File: config.mk
export PLATFORM = sky130hd
export DESIGN_NAME = line_dispatcher
export DESIGN_NICKNAME = d
export VERILOG_FILES = /design/src/rtl/line_pkg.sv /design/src/rtl/line_cmd_fifo.sv /design/src/rtl/line_dispatcher.sv
export SDC_FILE = /design/constraint.sdc
export NUM_CORES = 1
export LEC_CHECK = 0
export ABC_AREA = 1
export ABC_CLOCK_PERIOD_IN_PS = 8300
export CORE_ASPECT_RATIO = 0.7
export CORE_UTILIZATION = 55
export CTS_CLUSTER_SIZE = 40
export DETAILED_ROUTE_END_ITERATION = 8
export PLACE_DENSITY = 0.76
export SLEW_MARGIN = 20
export SYNTH_ARGS = -nofsm -noshare
export SYNTH_HDL_FRONTEND = slang
export SYNTH_HIERARCHICAL = 1
export SYNTH_SLANG_ARGS = --single-unit
File: constraint.sdc
create_clock -name clk -period 8.3 [get_ports clk]
set_input_delay 1.66 -clock clk [delete_from_list [all_inputs] [get_ports clk]]
set_output_delay 1.66 -clock clk [all_outputs]
set_load 0.02 [all_outputs]
File: src/rtl/line_pkg.sv
//==============================================================================
// Module  : line_pkg
// Purpose : Shared line-command type, dispatcher states, screen window bounds
//           and the trivial-reject test (built only with LINE_DISPATCH_REJECT_EN).
// Revision: 1.0 - initial release
//==============================================================================
`default_nettype none

package line_pkg;

  typedef struct packed {
    logic signed [12:0] sx;
    logic signed [12:0] sy;
    logic signed [12:0] ex;
    logic signed [12:0] ey;
    logic        [3:0]  color;
  } line_cmd_t;

  typedef enum logic [1:0] {
    ST_IDLE  = 2'd0,
    ST_ISSUE = 2'd1,
    ST_BUSY  = 2'd2
  } disp_state_t;

  localparam logic signed [12:0] SCREEN_X_MIN = -13'sd320;
  localparam logic signed [12:0] SCREEN_X_MAX =  13'sd319;
  localparam logic signed [12:0] SCREEN_Y_MIN = -13'sd240;
  localparam logic signed [12:0] SCREEN_Y_MAX =  13'sd240;

`ifdef LINE_DISPATCH_REJECT_EN
  // Both endpoints beyond the same edge: nothing of the line can be visible.
  // The y window is open at the bottom and closed at the top.
  function automatic logic line_offscreen(input line_cmd_t c);
    return ((c.sx <  SCREEN_X_MIN) && (c.ex <  SCREEN_X_MIN)) ||
           ((c.sx >  SCREEN_X_MAX) && (c.ex >  SCREEN_X_MAX)) ||
           ((c.sy >  SCREEN_Y_MAX) && (c.ey >  SCREEN_Y_MAX)) ||
           ((c.sy <= SCREEN_Y_MIN) && (c.ey <= SCREEN_Y_MIN));
  endfunction
`endif

endpackage

`default_nettype wire

File: src/rtl/line_cmd_fifo.sv
//==============================================================================
// Module  : line_cmd_fifo
// Purpose : Synchronous DEPTH-entry FIFO of line commands with level output.
// Revision: 1.0 - initial release
//==============================================================================
`default_nettype none

module line_cmd_fifo
  import line_pkg::*;
#(
  parameter int DEPTH = 8
) (
  input  logic                     clk,
  input  logic                     rst,
  input  logic                     push,
  input  logic                     pop,
  input  line_cmd_t                din,
  output line_cmd_t                dout,
  output logic                     full,
  output logic                     empty,
  output logic [$clog2(DEPTH):0]   level
);

  localparam int AW = $clog2(DEPTH);

  line_cmd_t       r_mem [DEPTH];
  logic [AW-1:0]   r_wr_ptr;
  logic [AW-1:0]   r_rd_ptr;
  logic [AW:0]     r_level;
  logic            w_push;
  logic            w_pop;

  assign full   = (r_level == (AW+1)'(DEPTH));
  assign empty  = (r_level == '0);
  assign level  = r_level;
  assign dout   = r_mem[r_rd_ptr];
  // A push is refused when full even if a pop frees a slot in the same cycle.
  assign w_push = push && !full;
  assign w_pop  = pop && !empty;

  always_ff @(posedge clk) begin
    if (w_push) begin
      r_mem[r_wr_ptr] <= din;
    end
  end

  always_ff @(posedge clk) begin
    if (rst) begin
      r_wr_ptr <= '0;
      r_rd_ptr <= '0;
      r_level  <= '0;
    end else begin
      if (w_push) r_wr_ptr <= r_wr_ptr + AW'(1);
      if (w_pop)  r_rd_ptr <= r_rd_ptr + AW'(1);
      case ({w_push, w_pop})
        2'b10:   r_level <= r_level + (AW+1)'(1);
        2'b01:   r_level <= r_level - (AW+1)'(1);
        default: r_level <= r_level;
      endcase
    end
  end

endmodule

`default_nettype wire

File: src/rtl/line_dispatcher.sv
//==============================================================================
// Module  : line_dispatcher
// Purpose : Buffers line commands and sequences the rasterizer handshake one
//           line at a time; reports frame drain. Optional trivial reject of
//           off-screen lines with macro LINE_DISPATCH_REJECT_EN.
// Revision: 1.0 - initial release
//==============================================================================
`default_nettype none

module line_dispatcher
  import line_pkg::*;
#(
  parameter int DEPTH = 8,
  parameter int CNT_W = 16
) (
  input  logic                    clk,
  input  logic                    rst,
  input  logic                    cmd_valid,
  output logic                    cmd_ready,
  input  logic signed [12:0]      cmd_start_x,
  input  logic signed [12:0]      cmd_start_y,
  input  logic signed [12:0]      cmd_end_x,
  input  logic signed [12:0]      cmd_end_y,
  input  logic [3:0]              cmd_color,
  input  logic                    frame_flush,
  input  logic                    rast_ready,
  input  logic                    rast_done,
  output logic                    rast_start,
  output logic [12:0]             rast_start_x,
  output logic [12:0]             rast_start_y,
  output logic [12:0]             rast_end_x,
  output logic [12:0]             rast_end_y,
  output logic [3:0]              rast_color,
  output logic                    busy,
  output logic                    frame_done,
  output logic [$clog2(DEPTH):0]  fifo_level,
  output logic [CNT_W-1:0]        lines_issued,
  output logic [CNT_W-1:0]        lines_rejected
);

  disp_state_t     r_state;
  disp_state_t     w_state_nxt;
  line_cmd_t       w_cmd_in;
  line_cmd_t       w_head;
  logic            w_full;
  logic            w_empty;
  logic            w_pop;
  logic            w_issue;
  logic            w_reject_pop;
  logic            w_head_reject;
  logic            r_flush_pend;
  logic [CNT_W-1:0] r_lines_issued;

  assign w_cmd_in = '{sx: cmd_start_x, sy: cmd_start_y,
                      ex: cmd_end_x,   ey: cmd_end_y, color: cmd_color};

  line_cmd_fifo #(
    .DEPTH (DEPTH)
  ) u_fifo (
    .clk   (clk),
    .rst   (rst),
    .push  (cmd_valid),
    .pop   (w_pop),
    .din   (w_cmd_in),
    .dout  (w_head),
    .full  (w_full),
    .empty (w_empty),
    .level (fifo_level)
  );

  assign cmd_ready    = !w_full;
  assign rast_start_x = w_head.sx;
  assign rast_start_y = w_head.sy;
  assign rast_end_x   = w_head.ex;
  assign rast_end_y   = w_head.ey;
  assign rast_color   = w_head.color;

`ifdef LINE_DISPATCH_REJECT_EN
  logic [CNT_W-1:0] r_lines_rejected;

  assign w_head_reject = line_offscreen(w_head);

  always_ff @(posedge clk) begin
    if (rst) begin
      r_lines_rejected <= '0;
    end else if (w_reject_pop) begin
      r_lines_rejected <= r_lines_rejected + CNT_W'(1);
    end
  end

  assign lines_rejected = r_lines_rejected;
`else
  assign w_head_reject  = 1'b0;
  assign lines_rejected = '0;
`endif

  always_ff @(posedge clk) begin
    if (rst) begin
      r_state <= ST_IDLE;
    end else begin
      r_state <= w_state_nxt;
    end
  end

  always_comb begin
    w_state_nxt  = r_state;
    rast_start   = 1'b0;
    w_pop        = 1'b0;
    w_issue      = 1'b0;
    w_reject_pop = 1'b0;
    case (r_state)
      ST_IDLE: begin
        if (!w_empty) begin
          if (w_head_reject) begin
            w_pop        = 1'b1;
            w_reject_pop = 1'b1;
          end else begin
            w_state_nxt = ST_ISSUE;
          end
        end
      end
      ST_ISSUE: begin
        rast_start = 1'b1;
        // The head pops only on capture, so rast_* data stays stable here.
        if (rast_ready) begin
          w_pop       = 1'b1;
          w_issue     = 1'b1;
          w_state_nxt = ST_BUSY;
        end
      end
      ST_BUSY: begin
        if (rast_done) begin
          w_state_nxt = ST_IDLE;
        end
      end
      default: w_state_nxt = ST_IDLE;
    endcase
  end

  assign frame_done = r_flush_pend && w_empty && (r_state == ST_IDLE);
  assign busy       = !w_empty || (r_state != ST_IDLE);

  always_ff @(posedge clk) begin
    if (rst) begin
      r_flush_pend   <= 1'b0;
      r_lines_issued <= '0;
    end else begin
      // A request arriving on the completion cycle is kept rather than lost.
      r_flush_pend <= frame_flush || (r_flush_pend && !frame_done);
      if (w_issue) begin
        r_lines_issued <= r_lines_issued + CNT_W'(1);
      end
    end
  end

  assign lines_issued = r_lines_issued;

endmodule

`default_nettype wire

# [Word level (Yosys, flattened, before mapping)]
# Memory sizes are Yosys's and may differ from the RTL's. A register that Yosys moved wholly into a read port is not among the register bits.
# Cells that the tools add are included.
[word_totals] word_cells=47 output_inout_bits=96 regBits=29 latchBits=0 mem_bits_ro=0 mem_count=1 ramBits=448 input_bits=62
[op_classes] shifts=0 order_cmp=0 n_mul=0 muxes=12 eq_ne=8 bitwise=0 n_div=0 n_reduce_logical=15 addsub=5
[memory_table] name="u_fifo.r_mem" depth=8 word_bits=56 read_ports=1 rd_clocked_by_memory_dff=1 write_ports=1 line="line_cmd_fifo.sv:26" text="line_cmd_t r_mem [DEPTH];"
[ops] cell="adder 16 x 1 -> 16 bit, second input constant" count=1
[ops] cell="one-hot mux 4 bit (2 select lines)" count=1
[ops] cell="adder 3 x 1 -> 3 bit, second input constant" count=2
[ops] cell="2-to-1 mux 2 bit" count=3
[ops] cell="2-to-1 mux 3 bit" count=2
[ops] cell="inequality test 2 bit, second input constant" count=3
[ops] cell="one-hot mux 2 bit (3 select lines)" count=1
[ops] cell="logical AND 1 bit" count=5
[ops] cell="2-to-1 mux 1 bit" count=5
[ops] cell="adder 4 x 1 -> 4 bit, second input constant" count=1
[ops] cell="equality test 2 x 1 -> 1 bit, second input constant" count=2
[ops] cell="equality test 2 bit, second input constant" count=2
[ops] cell="equality test 4 bit, second input constant" count=1
[ops] cell="zero test 4 bit" count=1
[ops] cell="nonzero test 2 bit" count=2
[ops] cell="subtractor 4 x 1 -> 4 bit, second input constant" count=1
[ops] cell="zero test 1 bit" count=3
[ops] cell="AND reduction 3 bit" count=1
[ops] cell="zero test 2 bit" count=1
[ops] cell="logical OR 1 bit" count=2

# [Longest topological paths before layout]
# Gate-level depths: netlist of the first run.
[depth] depth_word=6 mapped_depth=15 ltp_nobuf=15

# [Cells and area by module]
# Netlist of the first run, hierarchy kept.
[by_module_without_submodules] module="line_cmd_fifo" cells_per_inst=1355 area_per_inst_um2=18094.9 seq_area_each_um2=13713.2 instances=1
[by_module_without_submodules] module="line_dispatcher" cells_per_inst=148 area_per_inst_um2=1062.3 seq_area_each_um2=380.4 instances=1

# [Worst setup path before layout of the first run]
# OpenSTA, ideal clock, no wires.
[synth_timing] kind="input to register" start="in cmd_valid" end="mem u_fifo/r_mem[1][0] (netlist bit) (enable)" cell_stages=4 setup_slack_ps=3507 n_path_buf=0 t_required_ps=7830 arrival_time_ps=4323 setup_ps=470 cell_sequence="nand2_1 nor2_1 inv_1 nor2_1"
[synth_via] elab_chain_cells=3
[synth_rtl] element="from (decl)" line="line_dispatcher.sv:18" text="input logic cmd_valid,"
[synth_rtl] element="logical AND 1 bit" line="line_cmd_fifo.sv:38" text="assign w_push = push && !full;"
[synth_rtl] element="2-to-1 mux 1 bit" line="line_cmd_fifo.sv:42" text="if (w_push) begin"
[synth_rtl] element="2-to-1 mux 1 bit (not written as such)" line="line_cmd_fifo.sv:43" text="r_mem[r_wr_ptr] <= din;"
[synth_rtl] element="to (decl)" line="line_cmd_fifo.sv:26"
# No other way between the ends.

==> impl_metrics.py, run 1 <==
metrics = {
    "setup_path": {
        "r2r_setup_slack_ns": 5.42,
        "start_kind": "flop",
        "cpPeakStageDelay_ns": 0.75,
        "cp_top_family": "buffers and inverters",
        "path_max_fanout": 102,
        "crit_buf_inv": 3,
        "r2r-start": "u_fifo/level[1]",
        "worstPathArrival_ns": 4.28,
        "worstPathCellList": "buf_4 > buf_6 > nor2_1 > nor2_1 > o21ai_0 > o21ai_1 > nand2_1 > nand2_1 > clkdlybuf4s50_1",
        "slowest_stage": "buf_4",
        "reg2reg_depth": 5,
        "critPathRequiredTime_ns": 6.64,
        "path_class": "flop to primary output",
        "r2r-end": "u_fifo/r_mem[4][21]",
        "endpoint_kind": "primary output",
    },
    "worst_hold_path": {
        "hp-start": "lines_issued[12]",
        "min_to": "lines_issued[12]",
        "hp-class": "flop to flop",
        "holdPathStages": 2,
    },
    "run_status": {
        "status": "complete, no violations",
    },
    "finish": {
        "finalCoreUtilization_pct": 65.55,
        "drive_above_1_share_pct": 6.092,
        "final_nets": 1691,
        "nFillCells": 2503,
        "multi_input_area_mm2": 0.004449,
        "area_growth_pct": 16.04,
        "stdcell_area_mm2": 0.02223,
        "seqCellArea_mm2": 0.01410,
    },
    "route": {
        "drt_first_pass_iters": 5,
        "viasPerCell": 5.539,
        "wl_um": 39440,
        "drtIter0Drc": 1030,
        "drc": 0,
        "vias": 11760,
        "antenna_left": 0,
        "routedWlPerCell_um": 18.58,
    },
    "floorplanning": {
        "rows": 56,
        "core_mm2": 0.03391,
        "start_util_pct": 56.49,
        "die_w_um": 225.1,
        "io_pins": 158,
        "dieHeight_um": 158.1,
        "die-area_mm2": 0.03559,
    },
    "sta": {
        "fmax_ghz": 0.1683,
        "fin_setup_tns_ns": 0,
        "rsz0062_at_grt": "false",
        "worst_pin_slew_ns": 1.061,
        "max-slew-margin-rel_pct": 29.25,
        "period_share_pct": 71.59,
        "min_period_ns": 5.942,
        "slew_violations": 0,
        "finClkSkew_ns": 0.01488,
        "hold_viol_final": 0,
        "finalSetupViolCount": 0,
    },
    "logic_synthesis": {
        "ys_ff_latch": 480,
        "ys_types": 40,
        "seq_area_frac_synth_pct": 73.57,
        "syn_area_mm2": 0.01916,
        "netlist_instances": 1503,
        "yosys_warnings": 6,
        "avgSynthCellArea_um2": 12.75,
    },
    "global_routing": {
        "grt_pass1_wl_um": 60260,
        "grt_max_degree": 106,
        "grt_pass1_vias": 10962,
        "grt-ovfl-total": 0,
        "grt_usage_pct": 22.19,
        "antenna_found_initial": 1,
    },
    "clock_tree": {
        "cts_tree": "yes",
        "cts_hold_buf": 0,
        "clk_path_buf_depth": 3,
        "cts.htree.levels": 2,
        "cts_setup_buffers": 0,
        "clkTransAtPathRegs_ns": 0.06,
        "cts-resized-gates": 0,
        "clock-sinks": 480,
        "cts_buffers": 45,
        "cts-root-buf": "clkbuf_16",
        "clk_latency_ns": 0.56,
    },
    "placed_design": {
        "hpwl_um": 20360,
        "io_buffer_count": 141,
        "post_dp_cell_area_mm2": 0.02080,
        "routabilityCongestion": 0.7871,
    },
    "power": {
        "power_density_mw_per_mm2": 267.0,
        "ir_drop_uv": 138.1,
        "power_leakage_nw": 7.530,
    },
    "job": {
        "cap_violations": 0,
    },
}
-- flip-flops by register name, summed over array words and instances, names as in the netlist, named ones only --
register / flops
u_fifo/r_mem: 448
lines_issued: 16
u_fifo/level: 4
u_fifo/r_rd_ptr: 3
u_fifo/r_wr_ptr: 3
r_state: 2
r_flush_pend: 1
-- where the power goes --
part	switching [mW]	internal, mW
Sequential	0.0691	2.81
Combinational	0.677	0.397
Clock	0.845	1.14
-- cells in the final DEF, fill, tap and decap left out, drive strengths merged, types with 32 or more instances in the layout --
cell	synthesis	final
edfxtp	448	448
nor2	264	264
o21ai	232	232
nand2	220	220
clkdlybuf4s50	0	141
clkbuf	38	59
mux2i	56	56
o22ai	56	56
inv	37	39
dfxtp	32	32
-- stage by stage --
stage / total power, mW / setup slack, ns / instances / hold WS [ns]
after floorplan: 3.605 / 3.507 / 1518 / 0.4552
after global placement: 3.981 / 2.730 / 2040 / 0.4525
after detailed placement: 4.004 / 2.687 / 2040 / 0.4599
after CTS: 5.976 / 2.080 / 2122 / 0.4707
after global routing: 6.173 / 2.078 / 2122 / 0.4982
final: 5.936 / 2.358 / 2123 / 0.4711
-- routing by layer --
| metal | up-vias | GRT usage, % | part of all wire, % | wire, um |
|---|---|---|---|---|
| li1 | 5581 | - | - | - |
| met1 | 5728 | 31.80 | 44 | 17470 |
| met2 | 386 | 35.63 | 47 | 18480 |
| met3 | 63 | 3.898 | 7.0 | 2776 |
| met4 | 2 | 5.345 | 1.8 | 700 |
| met5 | - | 0 | 0.033 | 13 |
-- tightest hold or removal path: stages (launching register included) --
cell     delay (ns)
dfxtp_1        0.33
inv_1          0.05
a21oi_1        0.05
-- area by class of cell --
cell class	instances	share of cell area, %
Clock buffer	59	5.538
Timing Repair Buffer	156	6.872
Sequential cell	480	63.44
Tap cell	464	2.612
Inverter	38	0.6585
Multi-Input combinational cell	902	20.01
Clock inverter	23	0.8555
Antenna cell	1	0.01126
-- synthesized netlist by cell type, drive strengths merged --
cell,n,share of area (%)
o22ai,56,1.8
clkinv,1,0.026
nor3b,2,0.078
o21bai,1,0.039
edfxtp,448,70
a211oi,2,0.078
nand4,4,0.13
nor2,264,5.3
ha,6,0.39
nand2,220,4.4
or2,1,0.033
clkbuf,38,0.74
a21oi,17,0.44
mux2i,56,2.9
o31ai,1,0.039
xor2,2,0.091
xnor2,2,0.091
nand3,12,0.38
a221oi,1,0.046
buf,60,2.3
nor3,6,0.22
o21ai,232,6.1
conb,1,0.020
o21a,1,0.039
dfxtp,32,3.3
inv,37,0.72
-- worst max-delay path by stage --
stage	from	to	slack, ns	cells after the start
after global routing	flop	rast_start_x[4]	2.08	9
after detailed placement	flop	rast_start_x[4]	2.69	9
final	flop	rast_start_x[4]	2.36	9
after floorplan	cmd_valid	u_fifo/r_mem[1][0]	3.51	4
after global placement	flop	rast_start_x[4]	2.73	9
after CTS	flop	rast_start_x[4]	2.08	9
-- logic make-up after synthesis --
kind of cell	after synthesis	synth area share, %
other	1	0.01957
buffers and inverters	136	3.814
muxes	56	2.926
DFF	480	73.57
and+or+nand+nor	509	10.52
AOI/OAI and AO/OA	311	8.576
adders and majority gates	6	0.3919
xor gates and xnor gates	4	0.1829
(Power assumes the default switching activity.)
==> run 2, diff against run 1 <==
--- a/config.mk
+++ b/config.mk
@@ -6,7 +6,7 @@
 export NUM_CORES = 1
 export LEC_CHECK = 0
 export ABC_AREA = 1
-export ABC_CLOCK_PERIOD_IN_PS = 8300
+export ABC_CLOCK_PERIOD_IN_PS = 5500
 export CORE_ASPECT_RATIO = 0.7
 export CORE_UTILIZATION = 55
 export CTS_CLUSTER_SIZE = 40
==> constraint.sdc (replaced) <==
create_clock -name clk -period 5.5 [get_ports clk]
set_input_delay 1.1 -clock clk [delete_from_list [all_inputs] [get_ports clk]]
set_output_delay 1.1 -clock clk [all_outputs]
set_load 0.02 [all_outputs]
==> run 2 against run 1 <==
Net effect:
- sequential power is 51% higher
- global-route usage is 0.95 points higher
- sequential cell count unchanged
- die area unchanged
- critical path depth is 1 lower
- first-iteration DRC count increased by 7.4%
- cell area is essentially flat
- clock-buffer cell count shrank 1
- critical path type unchanged
- critical endpoint is now rast_end_y[11]
- highest routed layer unchanged
==> impl_metrics.py, run 2 (synthesis results as in run 1) <==
metrics = {
    "power": {
        "fin_total_pwr_mw": 8.860,
        "power_density_mw_per_mm2": 398.8,
        "power_leakage_nw": 7.502,
        "ir_drop_uv": 246.5,
    },
    "finish": {
        "largest_reg_flops": 448,
        "nFillCells": 2506,
        "n_antenna_cell": 0,
        "stdcell_area_mm2": 0.02222,
        "drive_above_1_share_pct": 5.676,
        "top_register": "u_fifo/r_mem",
        "final_common_cell": "edfxtp_1",
        "mostFrequentLayoutCells": "448 x edfxtp_1, 252 x nor2_1, 218 x nand2_1, 192 x o21ai_0, 141 x clkdlybuf4s50_1",
        "area_growth_pct": 15.98,
        "multi_input_area_mm2": 0.004449,
        "final_nets": 1693,
        "seqCellArea_mm2": 0.01410,
        "finalCoreUtilization_pct": 65.51,
        "final_cells": 2120,
    },
    "global_routing": {
        "antenna_found_initial": 1,
        "grt_pass1_wl_um": 63020,
        "grt_pass1_vias": 11379,
        "grt-ovfl-total": 0,
        "grt_usage_pct": 23.13,
        "grt_max_degree": 179,
    },
    "floorplanning": {
        "core_mm2": 0.03391,
        "die_w_um": 225.1,
        "dieHeight_um": 158.1,
        "rows": 56,
        "io_pins": 158,
        "start_util_pct": 56.49,
        "die-area_mm2": 0.03559,
    },
    "clock_tree": {
        "clkTransAtPathRegs_ns": 0.06,
        "cts_tree": "yes",
        "clk_latency_ns": 0.55,
        "cts.htree.levels": 2,
        "clock-sinks": 480,
        "clk_path_buf_depth": 3,
        "cts_setup_buffers": 0,
        "cts_hold_buf": 0,
        "cts-resized-gates": 0,
        "cts_buffers": 44,
        "cts-root-buf": "clkbuf_16",
    },
    "placed_design": {
        "post_dp_cell_area_mm2": 0.02090,
        "pre_cts_ws_ns": 1.619,
        "io_buffer_count": 141,
        "routabilityCongestion": 0.8053,
        "hpwl_um": 22200,
        "dp_cells": 2043,
    },
    "setup_path": {
        "r2r_setup_slack_ns": 2.71,
        "r2r-start": "u_fifo/level[1]",
        "path_class": "flop to primary output",
        "reg2reg_depth": 7,
        "start_kind": "flop",
        "endpoint_kind": "primary output",
        "worstPathArrival_ns": 3.41,
        "path_max_fanout": 178,
        "critPathRequiredTime_ns": 4.40,
        "r2r-end": "u_fifo/r_mem[1][48]",
    },
    "sta": {
        "max-slew-margin-rel_pct": 33.66,
        "worst_pin_slew_ns": 0.9937,
        "hold_ws_ns": 0.4752,
        "finClkSkew_ns": 0.01133,
        "fmax_ghz": 0.2219,
        "hold_viol_final": 0,
        "slew_violations": 0,
        "finalSetupViolCount": 0,
        "rsz0062_at_grt": "false",
        "setup_ws_ns": 0.9937,
        "period_share_pct": 81.93,
        "min_period_ns": 4.506,
        "fin_setup_tns_ns": 0,
    },
    "route": {
        "drc": 0,
        "antenna_left": 0,
        "wl_um": 41110,
        "viasPerCell": 5.617,
        "vias": 11907,
        "routedWlPerCell_um": 19.39,
        "drt_first_pass_iters": 5,
        "drtIter0Drc": 1106,
    },
    "worst_hold_path": {
        "hp-class": "flop to flop",
        "min_to": "lines_issued[12]",
        "hp-start": "lines_issued[12]",
        "holdPathStages": 2,
    },
    "run_status": {
        "status": "complete, no violations",
    },
    "job": {
        "cap_violations": 0,
    },
}
-- run 2: power by group --
| group | total (mW) | internal, mW | switching (mW) |
|---|---|---|---|
| clock | 2.86 | 1.60 | 1.27 |
| sequential | 4.34 | 4.24 | 0.102 |
| combinational | 1.66 | 0.607 | 1.05 |
| total | 8.86 | 6.44 | 2.42 |
-- run 2: worst max path at each step --
stage          startpoint                  to  slack, ns  cells after the start
2_1_floorplan   cmd_valid  u_fifo/r_mem[1][0]       1.27                      4
3_3_place_gp         flop      rast_end_x[12]       1.61                      8
3_5_place_dp         flop       rast_end_x[1]       1.62                      6
4_1_cts              flop       rast_end_x[1]       1.04                      6
5_1_grt              flop      rast_end_y[11]       0.79                      8
6_report             flop      rast_end_y[11]       0.99                      8
-- run 2: metal layers --
metal / GRT usage, % / routed length [um] / vias up
li1: - / - / 5580
met2: 36.07 / 18730 / 463
met5: 0 / 13 / -
met4: 5.475 / 668 / 2
met3: 4.250 / 3292 / 51
met1: 34.01 / 18400 / 5811
-- run 2: area by class of cell --
type | instances | share of cell area, %
Clock inverter | 19 | 0.6420
Timing Repair Buffer | 159 | 7.299
Sequential cell | 480 | 63.47
Inverter | 38 | 0.6589
Multi-Input combinational cell | 902 | 20.03
Tap cell | 464 | 2.613
Clock buffer | 58 | 5.288
-- run 2: worst max-delay path: stages (launching register included) --
cell             delay [ns]
dfxtp_4                0.71
buf_12                 0.62
nor2_1                 0.11
nor2_1                 0.11
o21ai_0                0.12
o21ai_0                0.13
nand2_1                0.07
nand2_1                0.16
clkdlybuf4s50_1        0.63
